**src/rtl/uart_tx_fifo.sv**
```systemverilog
// uart_tx_fifo: buffered UART transmitter fed by a baud square wave.
// A small byte FIFO absorbs bursts from upstream; frames are sent
// back-to-back, LSB first, one bit per rising edge of the baud wave.
// Build option: define UART_TX_PARITY_EN to append an even-parity bit
// after bit 7 (8E1, 11-bit frames); left undefined the block sends 8N1.
module uart_tx_fifo #(
  parameter int DEPTH = 8,
  parameter int AW    = $clog2(DEPTH)
) (
  input  logic          clki,
  input  logic          rst,
  input  logic          baud,
  input  logic [7:0]    wr_data,
  input  logic          wr_valid,
  output logic          wr_ready,
  output logic          tx,
  output logic          busy,
  output logic [AW:0]   level
);

  // Frame sequencer states; the parity state only exists in the 8E1 build.
  typedef enum logic [2:0] {
    IDLE   = 3'd0,
    START  = 3'd1,
    DATA   = 3'd2,
`ifdef UART_TX_PARITY_EN
    PARITY = 3'd3,
`endif
    STOP   = 3'd4
  } state_e;

  localparam logic [AW:0] FULL_LEVEL = (AW + 1)'(DEPTH);

  // Baud edge detection
  logic baud_q;
  logic tick;

  // FIFO storage and bookkeeping
  logic [7:0]    mem_q [DEPTH];
  logic [AW-1:0] wptr_q;
  logic [AW-1:0] rptr_q;
  logic [AW:0]   level_q;
  logic [AW:0]   level_d;
  logic          push;
  logic          pop;
  logic          notEmpty;
  logic [7:0]    headByte;

  // Frame sequencer
  state_e        state_q;
  state_e        state_d;
  logic [7:0]    shreg_q;
  logic [7:0]    shreg_d;
  logic [2:0]    bitcnt_q;
  logic [2:0]    bitcnt_d;
  logic          tx_q;
  logic          tx_d;
  logic          busy_q;
`ifdef UART_TX_PARITY_EN
  logic          parity_q;
  logic          parity_d;
`endif

  assign tick     = baud & ~baud_q;
  assign notEmpty = (level_q != '0);
  assign wr_ready = (level_q != FULL_LEVEL);
  assign push     = wr_valid & wr_ready;
  assign headByte = mem_q[rptr_q];

  assign tx    = tx_q;
  assign busy  = busy_q;
  assign level = level_q;

  // Remember the previous baud level; starting high means a baud wave that
  // is already high when reset lifts is not mistaken for a rising edge.
  always_ff @(posedge clki or posedge rst) begin
    if (rst) begin
      baud_q <= 1'b1;
    end else begin
      baud_q <= baud;
    end
  end

  // Byte storage; contents need no reset because the pointers define validity.
  always_ff @(posedge clki) begin
    if (push) begin
      mem_q[wptr_q] <= wr_data;
    end
  end

  // Fill level follows pushes and pops; both in one cycle cancel out.
  always_comb begin
    level_d = level_q;
    unique case ({push, pop})
      2'b10:   level_d = level_q + (AW + 1)'(1);
      2'b01:   level_d = level_q - (AW + 1)'(1);
      default: level_d = level_q;
    endcase
  end

  // Pointers wrap naturally at DEPTH since DEPTH is a power of two.
  always_ff @(posedge clki or posedge rst) begin
    if (rst) begin
      wptr_q  <= '0;
      rptr_q  <= '0;
      level_q <= '0;
    end else begin
      if (push) begin
        wptr_q <= wptr_q + AW'(1);
      end
      if (pop) begin
        rptr_q <= rptr_q + AW'(1);
      end
      level_q <= level_d;
    end
  end

  // Next-state logic: nothing moves except on a baud tick, so a stalled
  // baud wave freezes the line. The FIFO is only popped from IDLE or STOP,
  // using the registered level, so a byte written on the same tick waits
  // for the following one.
  always_comb begin
    state_d  = state_q;
    shreg_d  = shreg_q;
    bitcnt_d = bitcnt_q;
    tx_d     = tx_q;
    pop      = 1'b0;
`ifdef UART_TX_PARITY_EN
    parity_d = parity_q;
`endif
    if (tick) begin
      unique case (state_q)
        IDLE: begin
          if (notEmpty) begin
            pop      = 1'b1;
            shreg_d  = headByte;
`ifdef UART_TX_PARITY_EN
            parity_d = ^headByte;
`endif
            tx_d     = 1'b0;
            state_d  = START;
          end
        end
        START: begin
          tx_d     = shreg_q[0];
          bitcnt_d = '0;
          state_d  = DATA;
        end
        DATA: begin
          shreg_d = {1'b0, shreg_q[7:1]};
          if (bitcnt_q == 3'd7) begin
`ifdef UART_TX_PARITY_EN
            tx_d    = parity_q;
            state_d = PARITY;
`else
            tx_d    = 1'b1;
            state_d = STOP;
`endif
          end else begin
            tx_d     = shreg_q[1];
            bitcnt_d = bitcnt_q + 3'd1;
          end
        end
`ifdef UART_TX_PARITY_EN
        PARITY: begin
          tx_d    = 1'b1;
          state_d = STOP;
        end
`endif
        STOP: begin
          if (notEmpty) begin
            pop      = 1'b1;
            shreg_d  = headByte;
`ifdef UART_TX_PARITY_EN
            parity_d = ^headByte;
`endif
            tx_d     = 1'b0;
            state_d  = START;
          end else begin
            state_d = IDLE;
          end
        end
        default: begin
          tx_d    = 1'b1;
          state_d = IDLE;
        end
      endcase
    end
  end

  // Sequencer registers; reset forces the line back to idle-high at once.
  always_ff @(posedge clki or posedge rst) begin
    if (rst) begin
      state_q  <= IDLE;
      shreg_q  <= '0;
      bitcnt_q <= '0;
      tx_q     <= 1'b1;
      busy_q   <= 1'b0;
`ifdef UART_TX_PARITY_EN
      parity_q <= 1'b0;
`endif
    end else begin
      state_q  <= state_d;
      shreg_q  <= shreg_d;
      bitcnt_q <= bitcnt_d;
      tx_q     <= tx_d;
      busy_q   <= (state_d != IDLE);
`ifdef UART_TX_PARITY_EN
      parity_q <= parity_d;
`endif
    end
  end

endmodule
```
**config.mk**
```make
export PLATFORM = sky130hd
export DESIGN_NAME = uart_tx_fifo
export DESIGN_NICKNAME = d
export VERILOG_FILES = /design/src/rtl/uart_tx_fifo.sv
export SDC_FILE = /design/constraint.sdc
export NUM_CORES = 1
export LEC_CHECK = 0
export CORE_MARGIN = 3
export CORE_UTILIZATION = 54
export DETAILED_ROUTE_END_ITERATION = 7
export GPL_TIMING_DRIVEN = 1
export PLACE_DENSITY = 0.76
export SLEW_MARGIN = 20
export SYNTH_ARGS = -nofsm -noshare
export SYNTH_HDL_FRONTEND = slang
export SYNTH_SLANG_ARGS = --single-unit
```
**constraint.sdc**
```tcl
create_clock -name clki -period 2.6 [get_ports clki]
set_clock_uncertainty 0.1 [all_clocks]
set_input_delay 0.26 -clock clki [delete_from_list [all_inputs] [get_ports clki]]
set_output_delay 0.26 -clock clki [all_outputs]
set_load 0.005 [all_outputs]
```
==> impl_metrics.toml <==
[outcome]
status = "complete, no violations"

[floorplan]
fp.dieW_um = 91.0
core_area_mm2 = 0.00691
pin_count = 19
die-area_mm2 = 0.00828
initial_core_util_pct = 56.4
rows = 30
die_y_um = 91.0

[global_routing]
grt_pass1_wl_mm = 10.6
antenna_found_initial = 0
grt_max_degree = 28
grt_pass1_vias = 2050
grt_use_total_pct = 17.0
gr-total-overflow = 0

[power_and_ir_drop]
internal_power_uw = 2920
ir_drop_mv = 0.528
pwr-share-clk_pct = 21.2
p_sw_share_pct = 31.1
power.switching_uw = 1320
pwr-share-seq_pct = 49.1
pwr-share-comb_pct = 29.7
total_leakage_power_uw = 0.00163
p_per_area_mw_per_mm2 = 969

[synth]
syn_area_mm2 = 0.00390
syn_nets = 255
synth_area_leaders = "edfxtp_1 (49%), dfrtp_1 (16%), mux4_2 (7.5%), ha_1 (2.2%), mux2i_1 (2.1%)"
async_flop_share_pct = 29.7
synth-seq-cells = 91
seq_area_frac_synth_pct = 66.7
ys_warn_count = 0
synth_common_cells = "edfxtp_1 (64), dfrtp_1 (25), nor2_1 (20)"
yosysMostFrequentCell = "edfxtp_1"
synthCells = 236
synth_cell_type_count = 38
synth_ff_type = "edfxtp_1"
yosysTopAreaCell = "edfxtp_1"
yosysTopAreaCellShare_pct = 49.3
syn_area_per_cell_um2 = 16.5
synth_edf_count = 64

[finish]
layout-drive-gt1-share_pct = 22.4
synthToLayoutAreaGrowth_pct = 12.3
n_antenna_cell = 0
final_nets = 286
fillers = 537
fin_area_mm2 = 0.00438

[placed_design]
hpwl_mm = 4.34
io_buffers = 18
gp_congestion = 0.788
place_area_mm2 = 0.00418
dp_slack_ps = 92.9

[timing]
setup_ws_ps = 259
setup_viol = 0
hold_viol = 0
slew_headroom_pct = 35.4
fin_crit_ps = 2340
worst_slew_pin_slew_ps = 966
slew_violations = 0
period_share_pct = 90.0
fmax_mhz = 427
setup-tns-final_ps = 0
rsz0062_at_grt = "false"

[route]
drtIter0Drc = 189
ant_nets = 0
drt_drc_violations_left = 0
vias = 2089
via_per_inst = 5.68
totalWireLength_mm = 6.47
wl_per_cell_um = 17.6
drtPass1Iterations = 4

[worst_hold_path]
min_path_type = "input port to asynchronous set/reset pin"

[clock_network]
cts_tree = "built"
clk_latency_ps = 350
numCtsBuffers = 9
cts_buffer_depth = 2
post_cts_buffers = 0
post_cts_resized = 0
cts-root-buf = "clkbuf_8"
cts_hold_buf = 0
path_clk_slew_ps = 90
h-tree-depth = 3
cts_sinks = 91

[setup_path]
endpoint_kind = "register"
critPathArrivalTime_ps = 2520
path_max_fanout = 4
critical_path_class = "register to register"
crit_required_ps = 2780
startpoint_type = "register"

[run]
maxCapViolations = 0
==> through the flow <==
step / power, uW / hold slack (ps) / instances / utilization (%)
global placement: 3350 / 366 / 352 / 60.5
floorplan: 3020 / 164 / 236 / -
detailed placement: 3400 / 371 / 352 / 60.5
finish: 4240 / 157 / 368 / 63.4
CTS: 4300 / 153 / 368 / 63.3
global route: 4510 / 183 / 368 / 63.4
==> area by class of cell <==
type                            instances  area [um^2]  share of cell area, %
Clock buffer                            9          124                   2.83
Clock inverter                          7         70.1                   1.60
Inverter                                2         7.51                  0.171
Multi-Input combinational cell        132         1180                   26.9
Sequential cell                        91         2600                   59.4
Tap cell                               96          120                   2.74
Timing Repair Buffer                   31          278                   6.34
==> flip-flops by register name (all words and copies together), names as in the netlist, 3 cells and up <==
name	count
bitcnt_q	3
level	4
mem_q	64
rptr_q	3
shreg_q	8
state_q	3
wptr_q	3
==> power groups by stage <==
stage	Clock, uW	Sequential [uW]	Combinational, uW
5_1_grt	989	2120	1400
4_1_cts	931	2090	1280
3_3_place_gp	0	2100	1250
2_1_floorplan	0	2040	979
3_5_place_dp	0	2120	1280
6_report	899	2080	1260
==> metal layers <==
layer  global-route usage (%)  wire (um)  vias up
li1                         -          -      968
met1                     23.5       2780     1059
met2                     27.0       3290       55
met3                     4.72        335        7
met4                     4.52         65        0
met5                        0          0        -
==> logic make-up after synthesis <==
logic type	synth area share, %
mux	12.7
compound gates	6.26
fa+ha+maj	2.25
flops	66.7
simple gates	7.03
buf+inv	3.24
xor+xnor	1.80
==> final timing paths <==
kind | to | slack (ps) | from | cells after the start
hold reg to reg | shreg_q[0] | 390 | shreg_q[0] | 1
setup / recovery | level[3] | 260 | level[1] | 8
setup reg to reg | level[3] | 260 | level[1] | 8
min in group clki | baud_q | 280 | baud | 1
hold / removal | bitcnt_q[0] | 160 | rst | 3
max in group asynchronous | tx | 1940 | rst | 3
==> placed cells by master (no fill, tap or decap), drive strengths merged <==
cell           netlist  layout
edfxtp              64      64
dfrtp               25      25
nor2                20      20
clkdlybuf4s50        0      18
mux4                16      16
buf                  8      13
nand2               13      13
o21ai                9       9
clkbuf               3       9
mux2i                8       8
a211oi               7       7
ha                   7       7
a21o                 7       7
nor2b                5       5
inv                  2       5
xor2                 4       4
nand2b               4       4
xnor2                4       4
mux2                 4       4
nand3                4       4
clkinv               0       4
a21oi                3       3
nor4                 2       2
or2                  2       2
a22o                 2       2
nor3                 2       2
dfstp                2       2
or4b                 1       1
or4                  1       1
nor3b                1       1
o211ai               1       1
o311ai               1       1
o32a                 1       1
a31oi                1       1
or3                  1       1
o32ai                1       1
==> worst max-delay path, cell delays in order, from the launching register on <==
cell and delay [ps]:
dfrtp_1 420, nor4_1 370, nor2_1 100, nand2_1 110
inv_1 90, ha_1 320, or3_2 450, o32ai_1 150
xor2_1 170
(Power assumes the default switching activity.)
